**config.mk**
```make
export PLATFORM = sky130hd
export DESIGN_NAME = alu_control_md
export DESIGN_NICKNAME = d
export VERILOG_FILES = /design/src/rtl/alu_ctrl_pkg.sv /design/src/rtl/md_iter.sv /design/src/rtl/alu_control_md.sv
export SDC_FILE = /design/constraint.sdc
export NUM_CORES = 1
export LEC_CHECK = 0
export BUFFER_PORTS_ARGS = -buffer_cell sky130_fd_sc_hd__buf_2
export CAP_MARGIN = 25
export CELL_PAD_IN_SITES_DETAIL_PLACEMENT = 0
export CELL_PAD_IN_SITES_GLOBAL_PLACEMENT = 1
export CORE_ASPECT_RATIO = 1.1
export CORE_UTILIZATION = 48
export CTS_CLUSTER_SIZE = 20
export DETAILED_ROUTE_END_ITERATION = 10
export MAX_ROUTING_LAYER = met4
export PLACE_DENSITY_LB_ADDON = 0.1
export SETUP_SLACK_MARGIN = 0.05
export SKIP_LAST_GASP = 1
export SLEW_MARGIN = 20
export SYNTH_ARGS = -nofsm -noshare
export SYNTH_HDL_FRONTEND = slang
export SYNTH_SLANG_ARGS = --single-unit
```
**constraint.sdc**
```tcl
create_clock -name clk -period 5.7 [get_ports clk]
set_input_delay 0.285 -clock clk [delete_from_list [all_inputs] [get_ports clk]]
set_output_delay 0.285 -clock clk [all_outputs]
set_load 0.005 [all_outputs]
```
**src/rtl/alu_ctrl_pkg.sv**
```systemverilog
// Shared codes for the ALU control / M-extension block: ALU function codes,
// ALUOp encodings, branch and M-op funct3 values, FSM state type.
package alu_ctrl_pkg;

  localparam logic [3:0] ALU_ADD  = 4'b0000;
  localparam logic [3:0] ALU_SUB  = 4'b1000;
  localparam logic [3:0] ALU_SLL  = 4'b0001;
  localparam logic [3:0] ALU_SLT  = 4'b0010;
  localparam logic [3:0] ALU_SLTU = 4'b0011;
  localparam logic [3:0] ALU_XOR  = 4'b0100;
  localparam logic [3:0] ALU_SRL  = 4'b0101;
  localparam logic [3:0] ALU_SRA  = 4'b1101;
  localparam logic [3:0] ALU_OR   = 4'b0110;
  localparam logic [3:0] ALU_AND  = 4'b0111;
  localparam logic [3:0] ALU_BNE  = 4'b1100;
  localparam logic [3:0] ALU_BGE  = 4'b1010;
  localparam logic [3:0] ALU_BGEU = 4'b1011;
  localparam logic [3:0] ALU_JMP  = 4'b1111;

  localparam logic [1:0] ALUOP_JMP    = 2'b00;
  localparam logic [1:0] ALUOP_BRANCH = 2'b01;
  localparam logic [1:0] ALUOP_ARITH  = 2'b10;
  localparam logic [1:0] ALUOP_LDST   = 2'b11;

  localparam logic [2:0] F3_BEQ  = 3'b000;
  localparam logic [2:0] F3_BNE  = 3'b001;
  localparam logic [2:0] F3_BLT  = 3'b100;
  localparam logic [2:0] F3_BGE  = 3'b101;
  localparam logic [2:0] F3_BLTU = 3'b110;
  localparam logic [2:0] F3_BGEU = 3'b111;

  localparam logic [2:0] F3_MUL    = 3'b000;
  localparam logic [2:0] F3_MULH   = 3'b001;
  localparam logic [2:0] F3_MULHSU = 3'b010;
  localparam logic [2:0] F3_MULHU  = 3'b011;
  localparam logic [2:0] F3_DIV    = 3'b100;
  localparam logic [2:0] F3_DIVU   = 3'b101;
  localparam logic [2:0] F3_REM    = 3'b110;
  localparam logic [2:0] F3_REMU   = 3'b111;

  localparam logic [6:0] F7_MEXT = 7'b0000001;

  typedef enum logic [1:0] {S_IDLE, S_MUL, S_DIV, S_DONE} state_t;

  // Returns {illegal, alu_code}; funct3 010/011 are not branches.
  function automatic logic [4:0] branch_decode(input logic [2:0] f3);
    case (f3)
      F3_BEQ:  return {1'b0, ALU_XOR};
      F3_BNE:  return {1'b0, ALU_BNE};
      F3_BLT:  return {1'b0, ALU_SLT};
      F3_BGE:  return {1'b0, ALU_BGE};
      F3_BLTU: return {1'b0, ALU_SLTU};
      F3_BGEU: return {1'b0, ALU_BGEU};
      default: return {1'b1, ALU_XOR};
    endcase
  endfunction

endpackage

```
**src/rtl/md_iter.sv**
```systemverilog
// Iterative shift-add multiplier / restoring divider, one bit per step on magnitudes.
// Divider datapath exists only when RVM_DIV_EN is defined.
module md_iter #(
  parameter int XLEN = 32
) (
  input  logic            clk,
  input  logic            rst_n,
  input  logic            load,
  input  logic            step,
  input  logic            is_div,
  input  logic [1:0]      f3_lo,
  input  logic [XLEN-1:0] rs1,
  input  logic [XLEN-1:0] rs2,
  output logic            spec_hit,
  output logic [XLEN-1:0] result
);

  logic [2*XLEN-1:0] acc_q, acc_nxt, prod_fix;
  logic [XLEN-1:0]   b_q, a_mag, b_mag;
  logic [XLEN:0]     mul_sum;
  logic              a_neg, b_neg, neg_q, hi_q;

`ifdef RVM_DIV_EN
  localparam logic [XLEN-1:0] MOST_NEG = {1'b1, {(XLEN-1){1'b0}}};
  logic              div_q, rem_q, rneg_q, spec_q;
  logic [XLEN-1:0]   spec_val, spec_val_q, div_diff, quo_fix, rem_fix;
  logic [XLEN:0]     div_trial;
`endif

  always_comb begin
    a_neg = 1'b0;
    b_neg = 1'b0;
    if (is_div) begin
      a_neg = ~f3_lo[0] & rs1[XLEN-1];
      b_neg = ~f3_lo[0] & rs2[XLEN-1];
    end else begin
      a_neg = ~(f3_lo[1] & f3_lo[0]) & rs1[XLEN-1];
      b_neg = ~f3_lo[1] & rs2[XLEN-1];
    end
    a_mag = a_neg ? -rs1 : rs1;
    b_mag = b_neg ? -rs2 : rs2;
  end

  // acc holds {partial_hi, multiplier} for mul and {remainder, quotient} for div
  always_comb begin
    mul_sum = {1'b0, acc_q[2*XLEN-1:XLEN]} + (acc_q[0] ? {1'b0, b_q} : '0);
    acc_nxt = {mul_sum, acc_q[XLEN-1:1]};
`ifdef RVM_DIV_EN
    div_trial = {acc_q[2*XLEN-1:XLEN], acc_q[XLEN-1]};
    div_diff  = div_trial[XLEN-1:0] - b_q;
    if (div_q) begin
      if (div_trial >= {1'b0, b_q})
        acc_nxt = {div_diff, acc_q[XLEN-2:0], 1'b1};
      else
        acc_nxt = {div_trial[XLEN-1:0], acc_q[XLEN-2:0], 1'b0};
    end
`endif
  end

  always_ff @(posedge clk or negedge rst_n) begin
    if (!rst_n) begin
      acc_q <= '0;
      b_q   <= '0;
      neg_q <= 1'b0;
      hi_q  <= 1'b0;
    end else if (load) begin
      acc_q <= {{XLEN{1'b0}}, is_div ? a_mag : b_mag};
      b_q   <= is_div ? b_mag : a_mag;
      neg_q <= a_neg ^ b_neg;
      hi_q  <= |f3_lo;
    end else if (step) begin
      acc_q <= acc_nxt;
    end
  end

`ifdef RVM_DIV_EN
  always_comb begin
    spec_hit = 1'b0;
    spec_val = '0;
    if (is_div && rs2 == '0) begin
      spec_hit = 1'b1;
      spec_val = f3_lo[1] ? rs1 : '1;
    end else if (is_div && !f3_lo[0] && rs1 == MOST_NEG && rs2 == '1) begin
      spec_hit = 1'b1;
      spec_val = f3_lo[1] ? '0 : rs1;
    end
  end

  always_ff @(posedge clk or negedge rst_n) begin
    if (!rst_n) begin
      div_q      <= 1'b0;
      rem_q      <= 1'b0;
      rneg_q     <= 1'b0;
      spec_q     <= 1'b0;
      spec_val_q <= '0;
    end else if (load) begin
      div_q      <= is_div;
      rem_q      <= f3_lo[1];
      rneg_q     <= a_neg;
      spec_q     <= spec_hit;
      spec_val_q <= spec_val;
    end
  end
`else
  assign spec_hit = 1'b0;
`endif

  always_comb begin
    prod_fix = neg_q ? -acc_q : acc_q;
    result   = hi_q ? prod_fix[2*XLEN-1:XLEN] : prod_fix[XLEN-1:0];
`ifdef RVM_DIV_EN
    quo_fix = neg_q ? -acc_q[XLEN-1:0] : acc_q[XLEN-1:0];
    rem_fix = rneg_q ? -acc_q[2*XLEN-1:XLEN] : acc_q[2*XLEN-1:XLEN];
    if (spec_q)
      result = spec_val_q;
    else if (div_q)
      result = rem_q ? rem_fix : quo_fix;
`endif
  end

endmodule

```
**src/rtl/alu_control_md.sv**
```systemverilog
// ALU control decode with iterative M-extension mul/div behind a valid/ready handshake.
// Define RVM_DIV_EN to build the divider; otherwise DIV-class ops complete as illegal.
//
// state  | meaning
// S_IDLE | ready for a request
// S_MUL  | multiplier stepping, counter running down
// S_DIV  | divider stepping, counter running down
// S_DONE | result held until out_ready
module alu_control_md
  import alu_ctrl_pkg::*;
#(
  parameter int XLEN       = 32,
  parameter bit EARLY_DONE = 1'b1
) (
  input  logic            clk,
  input  logic            rst_n,
  input  logic            flush,
  input  logic            in_valid,
  output logic            in_ready,
  input  logic [1:0]      alu_op,
  input  logic [6:0]      funct7,
  input  logic [2:0]      funct3,
  input  logic [XLEN-1:0] rs1,
  input  logic [XLEN-1:0] rs2,
  output logic            out_valid,
  input  logic            out_ready,
  output logic [3:0]      alu_control,
  output logic            md_sel,
  output logic [XLEN-1:0] md_result,
  output logic            illegal
);

  localparam int CNT_W = $clog2(XLEN) + 1;
`ifdef RVM_DIV_EN
  localparam bit DIV_EN = 1'b1;
`else
  localparam bit DIV_EN = 1'b0;
`endif

  state_t            state_q, state_d;
  logic [CNT_W-1:0]  cnt_q;
  logic [3:0]        dec_code;
  logic [4:0]        br;
  logic              dec_illegal, dec_m, accept, iterating, spec_hit;
  logic [XLEN-1:0]   iter_result;

  assign in_ready  = rst_n && (state_q == S_IDLE);
  assign out_valid = (state_q == S_DONE);
  assign accept    = in_valid && in_ready && !flush;
  assign iterating = (state_q == S_MUL) || (state_q == S_DIV);

  always_comb begin
    dec_code    = ALU_ADD;
    dec_illegal = 1'b0;
    dec_m       = 1'b0;
    br          = branch_decode(funct3);
    case (alu_op)
      ALUOP_JMP:    dec_code = ALU_JMP;
      ALUOP_BRANCH: {dec_illegal, dec_code} = br;
      ALUOP_ARITH: begin
        if (funct7 == F7_MEXT) begin
          dec_m       = 1'b1;
          dec_illegal = funct3[2] && !DIV_EN;
        end else begin
          dec_code = {funct7[5], funct3};
        end
      end
      default:      dec_code = ALU_ADD;
    endcase
  end

  always_comb begin
    state_d = state_q;
    case (state_q)
      S_IDLE: begin
        if (accept) begin
          if (!dec_m)
            state_d = S_DONE;
          else if (!funct3[2])
            state_d = S_MUL;
          else if (!DIV_EN || (EARLY_DONE && spec_hit))
            state_d = S_DONE;
          else
            state_d = S_DIV;
        end
      end
      S_MUL, S_DIV: if (cnt_q == CNT_W'(1)) state_d = S_DONE;
      S_DONE:       if (out_ready) state_d = S_IDLE;
      default:      state_d = S_IDLE;
    endcase
    if (flush) state_d = S_IDLE;
  end

  always_ff @(posedge clk or negedge rst_n) begin
    if (!rst_n) state_q <= S_IDLE;
    else        state_q <= state_d;
  end

  // down-counter: loaded with XLEN on accept, parks at zero
  always_ff @(posedge clk or negedge rst_n) begin
    if (!rst_n)
      cnt_q <= '0;
    else if (flush)
      cnt_q <= '0;
    else if (accept && (state_d == S_MUL || state_d == S_DIV))
      cnt_q <= CNT_W'(XLEN);
    else if (iterating && cnt_q != '0)
      cnt_q <= cnt_q - CNT_W'(1);
  end

  always_ff @(posedge clk or negedge rst_n) begin
    if (!rst_n) begin
      alu_control <= 4'b0000;
      md_sel      <= 1'b0;
      illegal     <= 1'b0;
    end else if (accept) begin
      alu_control <= dec_code;
      md_sel      <= dec_m;
      illegal     <= dec_illegal;
    end
  end

  md_iter #(.XLEN(XLEN)) u_md_iter (
    .clk      (clk),
    .rst_n    (rst_n),
    .load     (accept && dec_m),
    .step     (iterating && !flush),
    .is_div   (funct3[2]),
    .f3_lo    (funct3[1:0]),
    .rs1      (rs1),
    .rs2      (rs2),
    .spec_hit (spec_hit),
    .result   (iter_result)
  );

  assign md_result = (md_sel && !illegal) ? iter_result : '0;

endmodule

```
## After elaboration in Yosys (flattened, before gate mapping)

Cells that the tools add are included.

- Flip-flop bits (word level): 112
- Logic and storage cells: 86
- Bits of input ports: 81
- Output and inout port bits: 40

- Mux-type cells: 29
- Add/sub/neg operators: 5
- Equality and inequality tests: 14
- Reduce and logical (&&, ||, !) cells: 20
- Bitwise logic cells: 9

Operator list:

| operator | count |
|---|---|
| two-way mux 32 bit | 7 |
| two-way mux 64 bit | 3 |
| negator 32 bit | 2 |
| negator 64 bit | 1 |
| adder 32 x 33 -> 33 bit | 1 |
| one-hot mux 5 bit (6 select lines) | 1 |
| two-way mux 6 bit | 3 |
| == test 3 bit (second input constant) | 4 |
| two-way mux 2 bit | 6 |
| one-hot mux 4 bit (3 select lines) | 1 |
| == test 2 bit (second input constant) | 4 |
| logical AND 1 bit | 8 |
| == test 7 x 1 -> 1 bit (second input constant) | 1 |
| == test 2 x 1 -> 1 bit (second input constant) | 3 |
| == test 6 x 1 -> 1 bit (second input constant) | 1 |
| one-hot mux 2 bit (3 select lines) | 1 |
| nonzero test 6 bit | 1 |
| subtractor 6 x 1 -> 6 bit (second input constant) | 1 |
| AND 1 bit | 5 |
| two-way mux 1 bit | 5 |
| zero test 2 bit | 2 |
| two-way mux 4 bit | 1 |
| OR reduction 2 bit | 2 |
| == test 3 x 1 -> 1 bit (second input constant) | 1 |
| 8 further kinds | 12 |

## Depth between registers and ports, before layout

Gate-level depths: netlist of the first run.

- Word-level depth: 12
- Depth in mapped cells: 13
- Depth with buffers taken out: 12

## Modules after synthesis

From an unflattened synthesis of the first run, not the netlist that was laid out.

- Cells, all modules: 1,323
- Area total of the unflattened synthesis: 10,699.0 µm²

Modules (own cells, without submodules):

| module | area each (µm²) | times used | cells an instance |
|---|---|---|---|
| md_iter | 9,481.6 | 1 | 1,185 |
| alu_control_md | 1,217.4 | 1 | 138 |

## Least setup slack after synthesis of the first run

No wires, ideal clock.

- Path kind: flip-flop to output port
- Start: register u_md_iter.acc_q[0]
- End: output port md_result[30]
- Arrival: 3,769 ps
- Stages on the path, launching flop included: 14
- Slack: 1,646 ps
- Path through: dfrtp_1 inv_1 ha_1 or3b_2 or4_4 or4_4 buf_6 or4_4 or3_1 buf_2 or4_4 nand3_1 o21ai_1 a21oi_1

- Longest elaborated chain between the ends: 4

RTL lines:

| item | RTL line | text |
|---|---|---|
| from (decl) | md_iter.sv:18 | `logic [2*XLEN-1:0] acc_q, acc_nxt, prod_fix;` |
| from (signal assigned) | md_iter.sv:67 | `acc_q <= {{XLEN{1'b0}}, is_div ? a_mag : b_mag};` |
| from (signal assigned) | md_iter.sv:72 | `acc_q <= acc_nxt;` |
| negator 64 bit | md_iter.sv:109 | `prod_fix = neg_q ? -acc_q : acc_q;` |
| two-way mux 64 bit | md_iter.sv:109 |  |
| two-way mux 32 bit | md_iter.sv:110 | `result = hi_q ? prod_fix[2*XLEN-1:XLEN] : prod_fix[XLEN-1:0];` |
| two-way mux 32 bit | alu_control_md.sv:136 | `assign md_result = (md_sel && !illegal) ? iter_result : '0;` |
| to (decl) | alu_control_md.sv:29 | `output logic [XLEN-1:0] md_result,` |

Every way passes these cells.

## Worst setup path after layout of the first run

- Start: register u_md_iter.acc_q[1]
- End: output port md_result[30]

The elaborated chain is that of the path after synthesis.

==> key figures, run 1 <==
Power and ir drop
  • Final Total Pwr: 3890 µW
  • Pleak: 0.00507 µW
  • PwrDens: 348 nW/µm²
  • Worst VDD drop: 0.195 mV

Timing
  • Setup TNS: 0 ps
  • Slew HR: about 31%
  • Final hold violations: 0
  • RSZ-0062 raised after global routing: no
  • Part of the cycle the worst path needs: 83.7%
  • F_max: around 210 MHz
  • Worst hold slack: between 150 and 200 ps
  • Period minus WS final: 4770 ps
  • Setup WS post-layout: roughly 930 ps
  • Count of final setup violators: 0
  • Setup Skew: about 9.5 ps
  • Worst-margin pin slew: 1030 ps
  • Max-slew violation count: 0

Worst setup path
  • Worst Path Buf+Inv: 2
  • CP arrival: 4480 ps
  • Crit path top cell by count: or4_4
  • CP max-delay cell: or4_4
  • Crit path max-delay family: simple AND/OR/NAND/NOR gates
  • CP cell instances: inv_1 -> ha_1 -> or3b_2 -> or4_4 -> or4_4 -> or4_4 -> or3_1 -> or4_4 -> nand3_1 -> o21ai_1 -> a21oi_1 -> buf_2
  • Worst r2r dst: u_md_iter.acc_q[61]
  • Largest stage delay, worst path: 550 ps
  • Crit Path Category: register to primary output
  • Critical Path Fanout Max: 8
  • CP required: 5410 ps
  • R2r setup slk: 1920 ps
  • Worst Reg-to-Reg Cells: 12
  • Worst reg2reg startpoint: u_md_iter.acc_q[0]
  • CP endpoint kind: primary output
  • Worst setup SP type: register

Placed design
  • Pre-CTS setup slack: 1360 ps
  • PortBufs: 120
  • Dpl hpwl: 24.5 mm
  • GP Congestion: 0.964

Logic synthesis
  • Most common cell in the netlist: nand2_1
  • Seq/Total Area, Yosys: 27.6%
  • Library cells used by synthesis: 63
  • Yosys warns: 0
  • Share of the synthesized area in the top cell type: between 20% and 30%
  • Syn nets: 1460
  • Avg Cell Area, Syn: 7.62 µm²
  • Cell type with the largest total area after synthesis: dfrtp_1
  • Flops & latches, synth: about 110
  • Main synth FF type: dfrtp_1
  • Most frequent cells after synthesis: nand2_1, a21oi_1, dfrtp_1, nor2_1, o21ai_0
  • Mapped Cells: 1333
  • Netlist Area Pre-Place: between 10000 and 15000 µm²
  • Number of synthesized flops with an enable pin: 0
  • Largest cells by area after synthesis: dfrtp_1, xor2_1, nand2_1, a21oi_1, ha_1
  • Ys async rst share: 100%

GRT
  • Busiest grt layer: met2
  • Total grt overflow: 0
  • Number of global-route vias before repair: 9394
  • GR Layer Usage met2: about 47%
  • First-pass GRT wire length: 51.3 mm
  • GR Util met3: 3.16%
  • Pin count of the biggest net entering global routing: 75
  • Antenna violations before repair: 0
  • Grt met1 use: 44.1%
  • GR Util All Layers: between 30% and 40%

Route
  • DRC: 0
  • Routed Antenna Nets: 0
  • DR pass1 iterations: 7
  • Via count: 10200
  • Drt first-iter violations: 884
  • Via/cell ratio: 6.14
  • DR WL/cell: 19.7 µm
  • Final wirelength: around 32 mm

Job
  • Max-Cap Viols: 0

Die
  • Core Box Area: 20600 µm²
  • Die X: 141 µm
  • Die Ht: 155 µm
  • Ports: 121
  • Die outline area: 21700 µm²
  • Starting Density: 49.2%
  • Core Rows: 55

Hold path
  • Hold Path Sink: cnt_q[5]
  • Min-delay src: flush
  • Hold Path Class: input port to register
  • Hold Path Depth: 2

CTS
  • CTS max path bufs: 2
  • H-tree Lvls: 3
  • CTS tree: yes
  • Clk root buf: clkbuf_16
  • Clock transition at path regs: around 90 ps
  • Num CTS Buffers: 9
  • Clk sink count: about 110
  • Post-CTS resize count: 0
  • Worst-Skew Late Latency: roughly 370 ps
  • Setup bufs post-CTS: 0

Run status
  • Status: complete, no violations

Finish
  • P&R area growth vs syn: 10.3%
  • Post-route core utilization: 54.2%
  • ANT cells: 0
  • Share of cells above drive strength 1: 12.1%
  • Sequential Area: 2800 µm²
  • Fillers: 2063
  • NumNets Final: 1519
  • Area taken by multi-input logic gates: 6940 µm²
## kinds of logic after synthesis
family,after synthesis,synth area share [%]
adder cells (fa/ha/maj),46,5.74
buffers and inverters,110,4.15
AO/OA/AOI/OAI,422,25.8
XOR/XNOR,146,12.6
AND/OR/NAND/NOR,480,22.4
flip-flops,112,27.6
multiplexers,17,1.70
## worst register-to-register path: cells and delay by family, from the launching register on
| family | cells | cell delay, ps |
|---|---|---|
| adders and majority gates | 2 | 430 |
| and+or+nand+nor | 5 | 1260 |
| buffers and inverters | 1 | 280 |
| AOI/OAI and AO/OA | 4 | 1400 |
| DFF | 1 | 350 |
## layer usage
metal,vias up,routed length (µm)
met5,-,0
li1,4912,-
met4,0,672
met3,38,2000
met2,398,14300
met1,4805,15500
## final cells by class
class | instances | share of cell area, %
multi-input cells | 1111 | 62.0
inverters | 27 | 0.905
clock buffers | 9 | 2.01
repair buffers | 131 | 6.15
well taps | 256 | 2.86
flip-flops and latches | 112 | 25.1
clock inverters | 7 | 1.01
## metrics by stage
step | instance area (µm²) | std cells
after floorplan | 10200 | 1333
after global placement | 10800 | 1636
after detailed placement | 10800 | 1636
after CTS | 11200 | 1653
after global routing | 11200 | 1653
final | 11200 | 1653
## placed cells by master (no fill, tap or decap), types with 17 or more instances in the layout
cell type  count
inv_1         26
o21ai_0      106
buf_2        119
o31ai_1       34
nor3_1        28
ha_1          45
dfrtp_1      111
a31oi_1       23
nand2_1      184
nand3_1       22
or3_1         18
xnor2_1       63
a21oi_1      133
or4_1         17
xor2_1        83
nor2_1       106
a21o_1        19
and2_1        38
## worst max path at each step
stage               depth (start not counted)  slack [ps]            end                from
floorplan                                  13        1650  md_result[30]  u_md_iter.acc_q[0]
global placement                           12        1390  md_result[30]  u_md_iter.acc_q[1]
detailed placement                         12        1360  md_result[30]  u_md_iter.acc_q[1]
CTS                                        12         930  md_result[30]  u_md_iter.acc_q[1]
global route                               12         780  md_result[30]  u_md_iter.acc_q[1]
finish                                     12         930  md_result[30]  u_md_iter.acc_q[1]
## where the power goes
part           switching (µW)  internal [µW]
sequential                280            959
combinational            1170            732
clock                     351            396
total                    1810           2090
## sequential cells by signal (all words and copies together), names as in the netlist
signal           cells
alu_control          4
cnt_q                6
illegal              1
md_sel               1
state_q              2
u_md_iter.acc_q     64
u_md_iter.b_q       32
u_md_iter.hi_q       1
u_md_iter.neg_q      1
## what timing repair did
item / CTS / global route
endpoints found under the hold margin: 42 / 0
hold buffers: 1 / 0
setup endpoints to repair: 0 / 0
No activity file was read; power rests on OpenSTA's default activity.
==> run 2: changes to the inputs <==
- CORE_UTILIZATION: 48 -> 40
- clock period: 5.7 -> 4.3 ns (I/O delays scaled with it)
==> key figures, run 2 (same netlist as run 1, synthesis figures left out) <==
Run status
  • Status: complete, no violations (unchanged)

Die
  • Core Box Area: 24700 µm² (was 20600 µm²)
  • Ports: 121 (unchanged)
  • Die outline area: 26000 µm² (was 21700 µm²)
  • Die Ht: 169 µm (was 155 µm)
  • Core Rows: 60 (was 55)
  • Die X: 154 µm (was 141 µm)
  • Starting Density: 41.1% (was 49.2%)

Power and ir drop
  • PwrDens: 478 nW/µm² (was 348 nW/µm²)
  • Worst VDD drop: 0.285 mV (was 0.195 mV)
  • Pleak: 0.00518 µW (was 0.00507 µW)
  • Final Total Pwr: 5500 µW (was 3890 µW)

Finish
  • Post-route core utilization: 46.5% (was 54.2%)
  • Sequential Area: 2810 µm² (was 2800 µm²)
  • NumNets Final: 1542 (was 1519)
  • Fillers: 2553 (was 2063)
  • Max reg flops: 64 (unchanged)
  • Largest Register: u_md_iter.acc_q (unchanged)
  • Most frequent cells in the layout: nand2_1, a21oi_1, buf_2 (unchanged)
  • ANT cells: 0 (unchanged)
  • Most common cell after layout, fill and taps aside: nand2_1 (unchanged)
  • Share of cells above drive strength 1: 14.7% (was 12.1%)
  • P&R area growth vs syn: 13.2% (was 10.3%)
  • Finished Cell Area: 11500 µm² (was 11200 µm²)
  • Area taken by multi-input logic gates: 7020 µm² (was 6940 µm²)
  • Regs by FF count: u_md_iter.acc_q x64, u_md_iter.b_q x32, cnt_q x6 (unchanged)

Timing
  • Worst-margin pin slew: 994 ps (was 1030 ps)
  • Max-slew violation count: 0 (unchanged)
  • Slew HR: 33.7% (was 31.2%)
  • Part of the cycle the worst path needs: 99.7%
  • RSZ-0062 raised after global routing: yes (was no)
  • Count of final setup violators: 0 (unchanged)
  • Final hold violations: 0 (unchanged)
  • Period minus WS final: 4290 ps
  • Setup Skew: 10.2 ps (was 9.46 ps)
  • F_max: 233 MHz

Worst setup path
  • Worst setup SP type: register (unchanged)
  • Largest stage delay, worst path: 610 ps (was 550 ps)
  • CP arrival: 4070 ps (was 4480 ps)
  • Crit Path Category: register to primary output (unchanged)
  • Worst r2r dst: u_md_iter.acc_q[60] (was u_md_iter.acc_q[61])
  • Crit. Startpoint: u_md_iter.acc_q[0] (was u_md_iter.acc_q[1])
  • Worst Reg-to-Reg Cells: 12 (unchanged)
  • Crit path top cell by count: or4_4 (unchanged)
  • CP endpoint kind: primary output (unchanged)
  • Worst reg2reg startpoint: u_md_iter.acc_q[0] (unchanged)
  • Critical Path Fanout Max: 7 (was 8)
  • CP max-delay cell: or4_1 (was or4_4)
  • CP cell instances: inv_2 -> ha_4 -> or3b_2 -> or4_4 -> or4_4 -> buf_4 -> or4_1 -> nor3_1 -> mux2_2 -> o221ai_1 -> a21oi_2 -> buf_2 (was inv_1 -> ha_1 -> or3b_2 -> or4_4 -> or4_4 -> or4_4 -> or3_1 -> or4_4 -> nand3_1 -> o21ai_1 -> a21oi_1 -> buf_2)
  • CP required: 4090 ps (was 5410 ps)
  • CP endpoint: md_result[30] (unchanged)
  • R2r setup slk: 690 ps (was 1920 ps)

Route
  • Via/cell ratio: 5.78 (was 6.14)
  • DR WL/cell: 19.7 µm (about the same)
  • Final wirelength: 34.1 mm (was 32.5 mm)
  • Drt first-iter violations: 788 (was 884)
  • Routed Antenna Nets: 0 (unchanged)
  • DRC: 0 (unchanged)
  • Via count: 9993 (was 10200)
  • DR pass1 iterations: 5 (was 7)

GRT
  • Pin count of the biggest net entering global routing: 75 (unchanged)
  • Antenna violations before repair: 0 (unchanged)
  • GR Util All Layers: 26.9% (was 31.1%)
  • Number of global-route vias before repair: 9260 (was 9394)
  • Total grt overflow: 0 (unchanged)
  • First-pass GRT wire length: 52.5 mm (was 51.3 mm)

Job
  • Max-Cap Viols: 0 (unchanged)

Hold path
  • Hold Path Class: input port to asynchronous set/reset pin (was input port to register)

CTS
  • Clock transition at path regs: 80 ps (was 90 ps)
  • Worst-Skew Late Latency: 370 ps (about the same)
  • Num CTS Buffers: 9 (unchanged)
  • CTS max path bufs: 2 (unchanged)
  • Clk sink count: 112 (unchanged)
  • CTS tree: yes (unchanged)
  • Hold buffers post-CTS: 0 (was 1)
  • H-tree Lvls: 3 (unchanged)
  • Clk root buf: clkbuf_16 (unchanged)

Placed design
  • Placed cell area: 11000 µm² (was 10800 µm²)
  • GP Congestion: 0.902 (was 0.964)
  • PortBufs: 120 (unchanged)
  • Dpl hpwl: 25.8 mm (was 24.5 mm)
run 2: cell count changes in the layout (fill, tap and decap cells not counted), sizes merged:
cell and delta:
buf +24, bufinv -1, clkbuf +2, clkinv -1, dlygate4sd3 -1
run 2: cell type report:
| cell class | instances | share of cell area [%] |
|---|---|---|
| multi-input cells | 1111 | 61.1 |
| flip-flops and latches | 112 | 24.4 |
| repair buffers | 154 | 7.50 |
| well taps | 310 | 3.38 |
| clock buffers | 11 | 2.20 |
| inverters | 27 | 0.882 |
| clock inverters | 5 | 0.544 |
run 2: where the power goes:
| group | total (µW) | leakage (µW) | switching (µW) | internal [µW] |
|---|---|---|---|---|
| clock network | 949 | 0.000154 | 458 | 491 |
| registers | 1640 | 0.00152 | 366 | 1270 |
| logic | 2910 | 0.00351 | 1690 | 1210 |
run 2: timing repair:
action                     CTS  global route
setup endpoints to repair    7            20
pin swaps                    5             5
buffers inserted             6             7
resized for setup           13             7
run 2: worst max-delay path, delay by kind of cell, from the launching register on:
family          cells  cell delay (ps)
fa+ha+maj           1              130
buf+inv             3              400
flops               1              390
mux                 1              350
compound gates      2              290
simple gates        5             2120
run 2: per-stage QoR:
| stage | instances | worst slack, ps | hold slack, ps | setup TNS (ps) |
|---|---|---|---|---|
| floorplan | 1333 | 316 | -80.6 | 0 |
| global placement | 1701 | 183 | 456 | 0 |
| detailed placement | 1701 | 132 | 453 | 0 |
| CTS | 1723 | -123 | 56.2 | -173 |
| global route | 1730 | -96.2 | 67.4 | -96.2 |
| finish | 1730 | 11.4 | 5.72 | 0 |
run 2: how the worst min path moves through the flow:
stage               startpoint              to  slack (ps)
finish                   rst_n      state_q[0]           6
detailed placement       rst_n  alu_control[3]         450
floorplan                rst_n  alu_control[0]         -80
global placement         rst_n  alu_control[3]         460
global route             rst_n      state_q[0]          70
CTS                      rst_n      state_q[0]          60
run 2: layer usage:
layer / vias to the layer above / GRT usage (%) / wire, µm
met3: 31 / 2.66 / 1910
li1: 4954 / - / -
met2: 340 / 40.6 / 15000
met5: - / - / 0
met4: 0 / 7.09 / 529
met1: 4668 / 38.4 / 16700
